**src/rtl/wb_pkg.sv**
```systemverilog
// -----------------------------------------------------------------------------
// wb_pkg
// Shared definitions for the writeback load tracker: memory source indices,
// address-nibble decode patterns, RISC-V opcodes and load funct3 codes, the
// packed load descriptor kept in the load queue, and helpers that decode a
// load into that descriptor.
// -----------------------------------------------------------------------------
package wb_pkg;

    localparam int XLEN_DEF = 32;

    // Index of each memory source in rsp_valid / rsp_data.
    typedef enum logic [1:0] {
        SRC_IO   = 2'd0,
        SRC_DMEM = 2'd1,
        SRC_BIOS = 2'd2
    } src_e;

    // Address bits [31:28] that select each source. DMEM is 4'b00?1, so it is
    // matched as (nibble & MASK) == VAL.
    localparam logic [3:0] NIB_IO        = 4'b1000;
    localparam logic [3:0] NIB_DMEM_MASK = 4'b1101;
    localparam logic [3:0] NIB_DMEM_VAL  = 4'b0001;
    localparam logic [3:0] NIB_BIOS      = 4'b0100;

    localparam logic [6:0] OPC_OP     = 7'b0110011;
    localparam logic [6:0] OPC_OP_IMM = 7'b0010011;
    localparam logic [6:0] OPC_LUI    = 7'b0110111;
    localparam logic [6:0] OPC_AUIPC  = 7'b0010111;
    localparam logic [6:0] OPC_JAL    = 7'b1101111;
    localparam logic [6:0] OPC_JALR   = 7'b1100111;
    localparam logic [6:0] OPC_LOAD   = 7'b0000011;

    localparam logic [2:0] F3_LB  = 3'b000;
    localparam logic [2:0] F3_LH  = 3'b001;
    localparam logic [2:0] F3_LW  = 3'b010;
    localparam logic [2:0] F3_LBU = 3'b100;
    localparam logic [2:0] F3_LHU = 3'b101;

    typedef struct packed {
        logic [4:0] rd;
        logic [1:0] off;
        logic [2:0] funct3;
        src_e       src;
        logic       unmapped;
    } load_desc_t;

    function automatic logic is_load_f3(input logic [2:0] f3);
        return (f3 == F3_LB) || (f3 == F3_LH) || (f3 == F3_LW) ||
               (f3 == F3_LBU) || (f3 == F3_LHU);
    endfunction

    // Builds a queue entry. Offsets are forced to the access size so a
    // halfword never straddles lanes and a word always uses the full word.
    function automatic load_desc_t make_desc(input logic [4:0] rd,
                                             input logic [2:0] f3,
                                             input logic [3:0] nib,
                                             input logic [1:0] lo);
        load_desc_t d;
        d.rd       = rd;
        d.funct3   = f3;
        d.off      = lo;
        d.src      = SRC_IO;
        d.unmapped = 1'b0;
        if ((f3 == F3_LH) || (f3 == F3_LHU)) d.off = {lo[1], 1'b0};
        else if (f3 == F3_LW)                d.off = 2'b00;
        if (nib == NIB_IO)                                 d.src = SRC_IO;
        else if ((nib & NIB_DMEM_MASK) == NIB_DMEM_VAL)    d.src = SRC_DMEM;
        else if (nib == NIB_BIOS)                          d.src = SRC_BIOS;
        else                                               d.unmapped = 1'b1;
        return d;
    endfunction

endpackage

```
**src/rtl/wb_load_fmt.sv**
```systemverilog
// -----------------------------------------------------------------------------
// wb_load_fmt
// Combinational load data formatter: selects the byte or halfword lane of a
// returned memory word and sign- or zero-extends it.
// Ports:
//   i_word   [XLEN]  raw word from the memory source
//   i_off    [2]     byte offset within the word (addr[1:0], already aligned)
//   i_funct3 [3]     load funct3 (LB/LH/LW/LBU/LHU)
//   o_data   [XLEN]  formatted register write data
// -----------------------------------------------------------------------------
module wb_load_fmt
    import wb_pkg::*;
#(
    parameter int XLEN = 32
) (
    input  logic [XLEN-1:0] i_word,
    input  logic [1:0]      i_off,
    input  logic [2:0]      i_funct3,
    output logic [XLEN-1:0] o_data
);

    logic [7:0]  w_byte;
    logic [15:0] w_half;

    always_comb begin
        // NOTE: every output of a combinational block gets a default first so
        // no path leaves it unassigned and a latch cannot be inferred.
        w_byte = i_word[7:0];
        o_data = i_word;
        case (i_off)
            2'd1:    w_byte = i_word[15:8];
            2'd2:    w_byte = i_word[23:16];
            2'd3:    w_byte = i_word[31:24];
            default: w_byte = i_word[7:0];
        endcase
        w_half = i_off[1] ? i_word[31:16] : i_word[15:0];
        case (i_funct3)
            F3_LB:   o_data = {{(XLEN-8){w_byte[7]}}, w_byte};
            F3_LH:   o_data = {{(XLEN-16){w_half[15]}}, w_half};
            F3_LBU:  o_data = {{(XLEN-8){1'b0}}, w_byte};
            F3_LHU:  o_data = {{(XLEN-16){1'b0}}, w_half};
            default: o_data = i_word;
        endcase
    end

endmodule

```
**src/rtl/wb_load_tracker.sv**
```systemverilog
// -----------------------------------------------------------------------------
// wb_load_tracker
// Writeback-stage controller. ALU/LUI/AUIPC and JAL/JALR results are written
// one cycle after issue; loads wait in an in-order DEPTH-entry queue until
// their memory source (IO, DMEM, BIOS) responds, then the formatted word is
// written. pending_mask marks destinations of queued loads for decode stalls.
// Optional feature macro: MISALIGN_CHECK_EN (misaligned LH/LHU/LW are dropped
// and flagged on load_err instead of being enqueued with forced alignment).
// Ports:
//   clk, rst_n                 clock, async active-low reset
//   issue_valid/ready          retiring instruction handshake (ready is comb)
//   issue_inst/addr/alu/pc4    instruction word, load address, ALU result, PC+4
//   rsp_valid[3], rsp_data     per-source responses (0 IO, 1 DMEM, 2 BIOS)
//   wb_valid/rd/data           registered register-file write port
//   pending_mask[32]           registered: rd bits of queued loads
//   load_err                   registered one-cycle misaligned-load pulse
// -----------------------------------------------------------------------------
module wb_load_tracker
    import wb_pkg::*;
#(
    parameter int DEPTH = 4,
    parameter int XLEN  = 32
) (
    input  logic              clk,
    input  logic              rst_n,
    input  logic              issue_valid,
    output logic              issue_ready,
    input  logic [31:0]       issue_inst,
    input  logic [XLEN-1:0]   issue_addr,
    input  logic [XLEN-1:0]   issue_alu,
    input  logic [XLEN-1:0]   issue_pc4,
    input  logic [2:0]        rsp_valid,
    input  logic [3*XLEN-1:0] rsp_data,
    output logic              wb_valid,
    output logic [4:0]        wb_rd,
    output logic [XLEN-1:0]   wb_data,
    output logic [31:0]       pending_mask,
    output logic              load_err
);

    localparam int PW = $clog2(DEPTH);
    localparam int CW = PW + 1;
    localparam logic [CW-1:0] FULL_CNT = CW'(DEPTH);

    load_desc_t          r_q [DEPTH];
    logic [DEPTH-1:0]    r_vld;
    logic [PW-1:0]       r_head, r_tail;
    logic [CW-1:0]       r_count;
    logic                r_wb_valid;
    logic [4:0]          r_wb_rd;
    logic [XLEN-1:0]     r_wb_data;
    logic [31:0]         r_pending_mask;

    logic [6:0]  w_opcode;
    logic [4:0]  w_rd;
    logic [2:0]  w_funct3;
    logic        w_is_wr, w_sel_pc4, w_is_load, w_misalign, w_enq_load;
    logic        w_head_done, w_waw, w_fire, w_enq, w_deq;
    logic [2:0]  w_head_src_oh;
    logic [XLEN-1:0] w_rsp_word, w_fmt_data;
    logic [31:0] w_mask_next;
    load_desc_t  w_head, w_new_desc;
    logic        w_unused;

    assign w_opcode = issue_inst[6:0];
    assign w_rd     = issue_inst[11:7];
    assign w_funct3 = issue_inst[14:12];
    assign w_unused = ^{issue_inst[31:15], issue_addr[27:2]};

    always_comb begin
        w_is_wr   = 1'b0;
        w_sel_pc4 = 1'b0;
        w_is_load = 1'b0;
        case (w_opcode)
            OPC_OP, OPC_OP_IMM, OPC_LUI, OPC_AUIPC: w_is_wr = 1'b1;
            OPC_JAL, OPC_JALR: begin
                w_is_wr   = 1'b1;
                w_sel_pc4 = 1'b1;
            end
            OPC_LOAD: w_is_load = is_load_f3(w_funct3);
            default: ;
        endcase
    end

`ifdef MISALIGN_CHECK_EN
    assign w_misalign = w_is_load &&
        ((((w_funct3 == F3_LH) || (w_funct3 == F3_LHU)) && issue_addr[0]) ||
         ((w_funct3 == F3_LW) && (issue_addr[1:0] != 2'b00)));
`else
    assign w_misalign = 1'b0;
`endif

    assign w_enq_load = w_is_load && !w_misalign;
    assign w_new_desc = make_desc(w_rd, w_funct3, issue_addr[31:28], issue_addr[1:0]);
    assign w_head     = r_q[r_head];

    always_comb begin
        w_head_src_oh = 3'b000;
        w_rsp_word    = '0;
        case (w_head.src)
            SRC_IO:   begin w_head_src_oh = 3'b001; w_rsp_word = rsp_data[0*XLEN +: XLEN]; end
            SRC_DMEM: begin w_head_src_oh = 3'b010; w_rsp_word = rsp_data[1*XLEN +: XLEN]; end
            SRC_BIOS: begin w_head_src_oh = 3'b100; w_rsp_word = rsp_data[2*XLEN +: XLEN]; end
            default: ;
        endcase
        // Unmapped loads listen to no source and return zero.
        if (w_head.unmapped) begin
            w_head_src_oh = 3'b000;
            w_rsp_word    = '0;
        end
    end

    assign w_head_done = (r_count != '0) &&
                         (w_head.unmapped || ((rsp_valid & w_head_src_oh) != 3'b000));

    // A completing load owns the write port, so only a load that goes straight
    // into the queue may issue alongside it; that also lets a full queue
    // accept a load in the same cycle the head leaves.
    assign w_waw       = w_is_wr && (w_rd != 5'd0) && r_pending_mask[w_rd];
    assign issue_ready = !((w_enq_load && (r_count == FULL_CNT) && !w_head_done) ||
                           (!w_enq_load && w_head_done) ||
                           w_waw);
    assign w_fire = issue_valid && issue_ready;
    assign w_enq  = w_fire && w_enq_load;
    assign w_deq  = w_head_done;

    wb_load_fmt #(.XLEN(XLEN)) u_fmt (
        .i_word   (w_rsp_word),
        .i_off    (w_head.off),
        .i_funct3 (w_head.funct3),
        .o_data   (w_fmt_data)
    );

    // Mask of the queue as it will look after this cycle's enqueue/dequeue;
    // an entry leaving while another with the same rd remains keeps the bit.
    always_comb begin
        w_mask_next = '0;
        for (int i = 0; i < DEPTH; i++) begin
            if (w_enq && (r_tail == PW'(i)))
                w_mask_next[w_new_desc.rd] = 1'b1;
            else if (r_vld[i] && !(w_deq && (r_head == PW'(i))))
                w_mask_next[r_q[i].rd] = 1'b1;
        end
    end

    always_ff @(posedge clk or negedge rst_n) begin
        // NOTE: sequential state uses non-blocking assignments so every
        // register samples the pre-edge values regardless of statement order.
        if (!rst_n) begin
            r_head  <= '0;
            r_tail  <= '0;
            r_count <= '0;
            r_vld   <= '0;
        end else begin
            if (w_deq) begin
                r_vld[r_head] <= 1'b0;
                r_head        <= r_head + 1'b1;
            end
            if (w_enq) begin
                r_vld[r_tail] <= 1'b1;
                r_tail        <= r_tail + 1'b1;
            end
            case ({w_enq, w_deq})
                2'b10:   r_count <= r_count + 1'b1;
                2'b01:   r_count <= r_count - 1'b1;
                default: ;
            endcase
        end
    end

    // NOTE: queue payload has no reset; r_vld and r_count gate every use, and
    // leaving storage unreset keeps it out of the reset tree.
    always_ff @(posedge clk) begin
        if (w_enq) r_q[r_tail] <= w_new_desc;
    end

    always_ff @(posedge clk or negedge rst_n) begin
        if (!rst_n) begin
            r_wb_valid     <= 1'b0;
            r_wb_rd        <= '0;
            r_wb_data      <= '0;
            r_pending_mask <= '0;
        end else begin
            r_pending_mask <= w_mask_next;
            if (w_deq) begin
                r_wb_valid <= (w_head.rd != 5'd0);
                r_wb_rd    <= w_head.rd;
                r_wb_data  <= w_fmt_data;
            end else if (w_fire && w_is_wr) begin
                r_wb_valid <= (w_rd != 5'd0);
                r_wb_rd    <= w_rd;
                r_wb_data  <= w_sel_pc4 ? issue_pc4 : issue_alu;
            end else begin
                r_wb_valid <= 1'b0;
            end
        end
    end

`ifdef MISALIGN_CHECK_EN
    logic r_load_err;
    always_ff @(posedge clk or negedge rst_n) begin
        if (!rst_n) r_load_err <= 1'b0;
        else        r_load_err <= w_fire && w_misalign;
    end
    assign load_err = r_load_err;
`else
    assign load_err = 1'b0;
`endif

    assign wb_valid     = r_wb_valid;
    assign wb_rd        = r_wb_rd;
    assign wb_data      = r_wb_data;
    assign pending_mask = r_pending_mask;

    // A response on a source the head is not waiting for is dropped.
    a_stray_rsp: assert property (@(posedge clk) disable iff (!rst_n)
        (r_count != '0) |-> ((rsp_valid & ~w_head_src_oh) == 3'b000));

endmodule

```
**config.mk**
```make
export PLATFORM = sky130hd
export DESIGN_NAME = wb_load_tracker
export DESIGN_NICKNAME = d
export VERILOG_FILES = /design/src/rtl/wb_pkg.sv /design/src/rtl/wb_load_fmt.sv /design/src/rtl/wb_load_tracker.sv
export SDC_FILE = /design/constraint.sdc
export NUM_CORES = 1
export LEC_CHECK = 0
export CORE_UTILIZATION = 47
export DETAILED_ROUTE_END_ITERATION = 8
export PLACE_DENSITY_LB_ADDON = 0.08
export SETUP_SLACK_MARGIN = 0.05
export SKIP_CTS_REPAIR_TIMING = 1
export SLEW_MARGIN = 30
export SYNTH_ARGS = -nofsm -noshare
export SYNTH_HDL_FRONTEND = slang
export SYNTH_SLANG_ARGS = --single-unit
```
**constraint.sdc**
```tcl
create_clock -name clk -period 4.29 [get_ports clk]
set_input_delay 0.429 -clock clk [delete_from_list [all_inputs] [get_ports clk]]
set_output_delay 0.429 -clock clk [all_outputs]
set_load 0.03 [all_outputs]
```
Yosys cells after proc, flatten, opt, wreduce, memory -nomap -nowiden. Memory sizes are Yosys's and may differ from the RTL's. Cells that the tools add are included.

Memories kept: 1. Input port bits: 230. Flip-flop bits (word level): 81. Logic and storage cells: 178. Output and inout port bits: 72. Memory bits (writable): 52.

Magnitude comparators: 14. Mux-type cells: 54. Equality and inequality tests: 31. Add/sub/neg operators: 4. Reduce and logical (&&, ||, !) cells: 56. Bitwise operators: 10.

Memory list: r_q (words 4, width 13, read ports 5, clocked after Yosys merged registers in 0, write ports 1, RTL line wb_load_tracker.sv:45) `load_desc_t r_q [DEPTH];`.

Operators by type and width (number): two-way mux 32 bit (12); OR 32 bit (6); case mux 32 bit (4 select lines) (1); case mux 32 bit (3 select lines) (1); < comparator 5 x 6 -> 1 bit (second input constant) (5); logical AND 1 bit (28); demux 1 bit (select 5 bit) (5); greater-or-equal comparator 5 x 1 -> 1 bit (second input constant) (5); case mux 8 bit (3 select lines) (1); two-way mux 1 bit (18); == test 2 bit (second input constant) (8); two-way mux 16 bit (1); == test 3 bit (second input constant) (5); == test 7 x 5 -> 1 bit (second input constant) (2); == test 7 x 6 -> 1 bit (second input constant) (2); == test 7 bit (second input constant) (2); == test 2 x 1 -> 1 bit (second input constant) (5); two-way mux 2 bit (5); two-way mux 5 bit (2); nonzero test 5 bit (2); == test 3 x 1 -> 1 bit (second input constant) (3); case mux 3 bit (3 select lines) (1); logical OR 1 bit (8); two-way mux 4 bit (2); other kinds (24) (39).

Depth between registers and ports, before layout. An unclocked memory read counts as a cell.

Word-level depth: 26. Gate-level depth with buffers: 15.

Hierarchy. Synthesis repeated with hierarchy kept, for this count alone.

Cells, all modules: 898. Area, all modules: 8802.2 sq um.

Modules (own cells, without submodules): wb_load_tracker (area each 8152.8 sq um, times used 1, cells an instance 788); wb_load_fmt (area each 649.4 sq um, times used 1, cells an instance 110).

Worst setup path before layout. Ideal clock, no wire load.

Kind: register -> register. Start: register r_head[0]. End: register r_count[2]. Setup slack: 0.885 ns. Cell stages (with the launch flop): 16. Data arrival time: 3.326 ns. Period minus slack after synthesis: 3.405 ns. Cell sequence: dfrtp_1 > buf_2 > mux4_2 > buf_2 > mux2i_4 > o221ai_2 > nand2_1 > inv_2 > buf_2 > clkbuf_1 > ha_1 > inv_1 > fa_1 > xor2_1 > nor2_1 > xor2_1.

Cells in the longest elaborated chain, start to end: 17.

Ends and longest elaborated chain: start, declared (RTL line wb_load_tracker.sv:47) `logic [PW-1:0] r_head, r_tail;`; start signal, assigned (RTL line wb_load_tracker.sv:157) `r_head <= r_head + 1'b1;`; memory read (4 x 13 bit) *; == test 2 bit (tied with other cells) (RTL line wb_load_tracker.sv:100) `case (w_head.src)`; case mux 3 bit (3 select lines) (RTL line wb_load_tracker.sv:100); two-way mux 3 bit (RTL line wb_load_tracker.sv:107) `if (w_head.unmapped) begin`; AND 3 bit (RTL line wb_load_tracker.sv:114) `(w_head.unmapped || ((rsp_valid & w_head_src_oh) != 3'b000));`; nonzero test 3 bit (RTL line wb_load_tracker.sv:114); logical OR 1 bit * (RTL line wb_load_tracker.sv:114); logical AND 1 bit * (RTL line wb_load_tracker.sv:113) `assign w_head_done = (r_count != '0) &&`; logical NOT 1 bit (RTL line wb_load_tracker.sv:120) `assign issue_ready = !((w_enq_load && (r_count == FULL_CNT) && !w_head_done) ||`; logical AND 1 bit (RTL line wb_load_tracker.sv:120); logical OR 1 bit (RTL line wb_load_tracker.sv:120); logical OR 1 bit (RTL line wb_load_tracker.sv:121) `(!w_enq_load && w_head_done) ||`; logical NOT 1 bit (RTL line wb_load_tracker.sv:120); logical AND 1 bit (RTL line wb_load_tracker.sv:123) `assign w_fire = issue_valid && issue_ready;`; logical AND 1 bit (RTL line wb_load_tracker.sv:124) `assign w_enq = w_fire && w_enq_load;`; == test 2 x 1 -> 1 bit / == test 2 bit (equally long branches) (RTL line wb_load_tracker.sv:163) `case ({w_enq, w_deq})`; case mux 3 bit (2 select lines) / nonzero test 2 bit (equally long branches); end signal, assigned (RTL line wb_load_tracker.sv:164) `2'b10: r_count <= r_count + 1'b1;`; end signal, assigned (RTL line wb_load_tracker.sv:165) `2'b01: r_count <= r_count - 1'b1;`; end, declared (RTL line wb_load_tracker.sv:48) `logic [CW-1:0] r_count;`.

Mark *: on every way between the ends. The rest lies on a longest branch, timed or not. A chain may end at the register's enable or synchronous reset.

Worst setup path in the final report.
Start: register r_head[0]. End: output port issue_ready.

Cells in the longest elaborated chain, start to end: 13.

Ends and longest elaborated chain: memory read (4 x 13 bit) *; == test 2 bit (tied with other cells) (RTL line wb_load_tracker.sv:100); case mux 3 bit (3 select lines) (RTL line wb_load_tracker.sv:100); two-way mux 3 bit (RTL line wb_load_tracker.sv:107); AND 3 bit (RTL line wb_load_tracker.sv:114); nonzero test 3 bit (RTL line wb_load_tracker.sv:114); logical OR 1 bit * (RTL line wb_load_tracker.sv:114); logical AND 1 bit * (RTL line wb_load_tracker.sv:113); logical NOT 1 bit (RTL line wb_load_tracker.sv:120); logical AND 1 bit (RTL line wb_load_tracker.sv:120); logical OR 1 bit * (RTL line wb_load_tracker.sv:120); logical OR 1 bit * (RTL line wb_load_tracker.sv:121); logical NOT 1 bit * (RTL line wb_load_tracker.sv:120); end, declared (RTL line wb_load_tracker.sv:27) `output logic issue_ready,`.

Marked as above.

==> results.yml <==
run_status:
  outcome: "finished, final reports clean"
grt:
  grt_start_max_net_pins: 82
  overflow: 0
  grt_pass1_wl_um: 51500
  grt_usage: 0.354
  antenna_found_initial: 1
  grt_pass1_vias: 8494
routing:
  drtIter0Drc: 736
  drtAntennaViolNets: 0
  wl_um: 34000
  drc: 0
  vias_per_cell: 6.22
  vias: 8672
  wl_per_cell_um: 24.3
  first_pass_iters: 6
synth:
  synth_area_sq_um: 8950
  ys_ff_latch: 133
  synth.area.top_cells: "dfrtp_1, edfxtp_1, mux2i_1"
  synth_top_cell_area_share: 0.226
  synth_edf_count: 52
  yosys.cell_types.count: 77
  ys_warn_count: 0
  syn_area_per_cell_sq_um: 10.0
  yosysTopAreaCell: "dfrtp_1"
  synth_seq_area_share: 0.401
  ys_async_sr_fraction: 0.609
  synthFlopType: "dfrtp_1"
  postSynthCellCount: 891
  synth_nets: 1131
sta:
  clock.fmax_mhz: 245
  max_slew.worst_pin.slew_ps: 878
  relSlewSlack: 0.410
  drv_slew: 0
  fin_tns_setup_ps: 0
  setup_viol: 0
  period_needed_ps: 4080
  worst_hold_slack_ps: 46.7
  rsz0062_at_grt: "no"
  fin_skew_ps: 18.5
  setup_ws_ps: 208
  post-route-period-util: 0.951
  hold_viol_final: 0
power:
  cellInternalPower_mw: 3.68
  power.total_mw: 6.52
  leakage_nw: 4.76
  switchingPower_mw: 2.84
  power_frac_clock: 0.223
  p_sw_frac: 0.436
  p_comb_frac: 0.519
  power_density_nw_per_um2: 523
  ir_drop_uv: 393
  power_frac_seq: 0.258
placement:
  placed_area_sq_um: 11900
  portBuffers: 257
  place_congestion: 1.03
  hpwl_um: 26200
  pre_cts_slack_ps: 426
  place_inst: 1363
clock_network:
  clock_sinks: 133
  cts_buffer_depth: 2
  clockRootBuffer: "clkbuf_16"
  clock_latency_ps: 430
  h-tree-depth: 4
  path_clk_slew_ps: 70
  numCtsBuffers: 17
  cts_tree: "done"
critical_path:
  reg2reg_to: "r_count[2]"
  cp-startpoint: "r_head[0]"
  worst-path-buf-inv: 6
  path_common_cell: "buf_4"
  slowest_delay_ps: 630
  cp-start-kind: "flip-flop"
  crit_chain: "buf_4, mux4_2, inv_1, o221ai_2, nand2_1, buf_4, inv_2, a211oi_1, buf_4, buf_12"
  cp.depth: 10
  reg2reg_depth: 12
  critPathArrivalTime_ps: 3650
  r2r_slack_ps: 480
  endpoint_kind: "primary output"
  critical_path_peak_fanout: 21
  cpLargestDelayFamily: "buffers and inverters"
  slowest_stage: "dfrtp_1"
  crit_type: "flip-flop to primary output"
  cp.required_ps: 3860
  r2r-start: "r_head[0]"
finish:
  layout_commonest_cell: "clkdlybuf4s50_1"
  layoutNonFillerInstCount: 1395
  areaGrowthSynthToFinish_pct: 39.4
  fin_util: 0.667
  drive_gt1_frac: 0.123
  fin_area_sq_um: 12500
  fin_nets: 1388
  layout_common_cells: "clkdlybuf4s50_1, mux2i_1, dfrtp_1"
  n_antenna_cell: 0
floorplan:
  num_rows: 50
  core_sq_um: 18700
  initial_core_util: 0.479
  die_w_um: 140
  io_pins: 302
  die_h_um: 140
  die_area_sq_um: 19600
min_path:
  hold_path.class: "primary input to asynchronous set/reset pin"
job:
  drv_cap: 0
-- layer usage --
layer | GRT usage | vias up | part of all wire
met5 | 0 | - | 0.00038
met1 | 0.452 | 4159 | 0.40
met4 | 0.139 | 2 | 0.033
met3 | 0.0749 | 82 | 0.087
met2 | 0.589 | 497 | 0.48
li1 | - | 3932 | -
-- cell type report --
type | count | area (sq um)
Fill cell | 1518 | 6230
Multi-Input combinational cell | 674 | 5020
Sequential cell | 133 | 3590
Timing Repair Buffer | 295 | 2900
Clock buffer | 17 | 425
Tap cell | 234 | 293
Clock inverter | 15 | 151
Inverter | 27 | 101
-- cells in the mapped netlist, drive strengths merged (4+ instances only) --
cell / number
mux2i: 96
dfrtp: 81
nand2: 75
nor2: 53
edfxtp: 52
o21ai: 48
a22oi: 36
a21oi: 34
clkbuf: 33
nor3: 32
mux2: 28
inv: 27
nand3: 27
buf: 24
nand2b: 21
a221oi: 19
mux4: 16
o2bb2ai: 13
or3: 13
a211oi: 11
and2: 11
o22ai: 11
ha: 9
nor2b: 9
nor4: 9
nor3b: 8
a2bb2oi: 7
a32oi: 7
nand4: 6
nor4b: 6
or2: 6
and3: 4
nand3b: 4
o211ai: 4
or4: 4
-- power by group through the flow --
stage               Combinational [mW]  Clock, mW  Sequential, mW
global route                      3.64       1.52            1.70
detailed placement                3.36          0            1.71
floorplan                         1.88          0            1.96
global placement                  3.31          0            1.70
CTS                               3.37       1.46            1.69
finish                            3.38       1.45            1.69
-- cells by family (layout without fill, tap and decap cells) --
family	after synthesis	count (layout)	synth area share
other	1	1	0.000419
multiplexers	140	140	0.184
adder cells (fa/ha/maj)	10	10	0.0148
AND/OR/NAND/NOR	298	298	0.174
flip-flops	133	133	0.401
XOR/XNOR	6	6	0.00587
buffers and inverters	84	354	0.0407
AO/OA/AOI/OAI	219	219	0.179
-- worst max-delay path by stage --
stage	endpoint	slack, ps
floorplan	r_count[2]	880
global placement	pending_mask[18]	470
detailed placement	r_count[2]	430
CTS	issue_ready	200
global route	issue_ready	60
finish	issue_ready	210
-- flip-flops by register name (all words and copies together), names as in the netlist --
name and cells:
r_vld 4, pending_mask 32, r_tail 2, wb_data 32
wb_rd 5, r_q 52, wb_valid 1, r_count 3
r_head 2
Note: power is estimated with default switching activity, not from simulation.
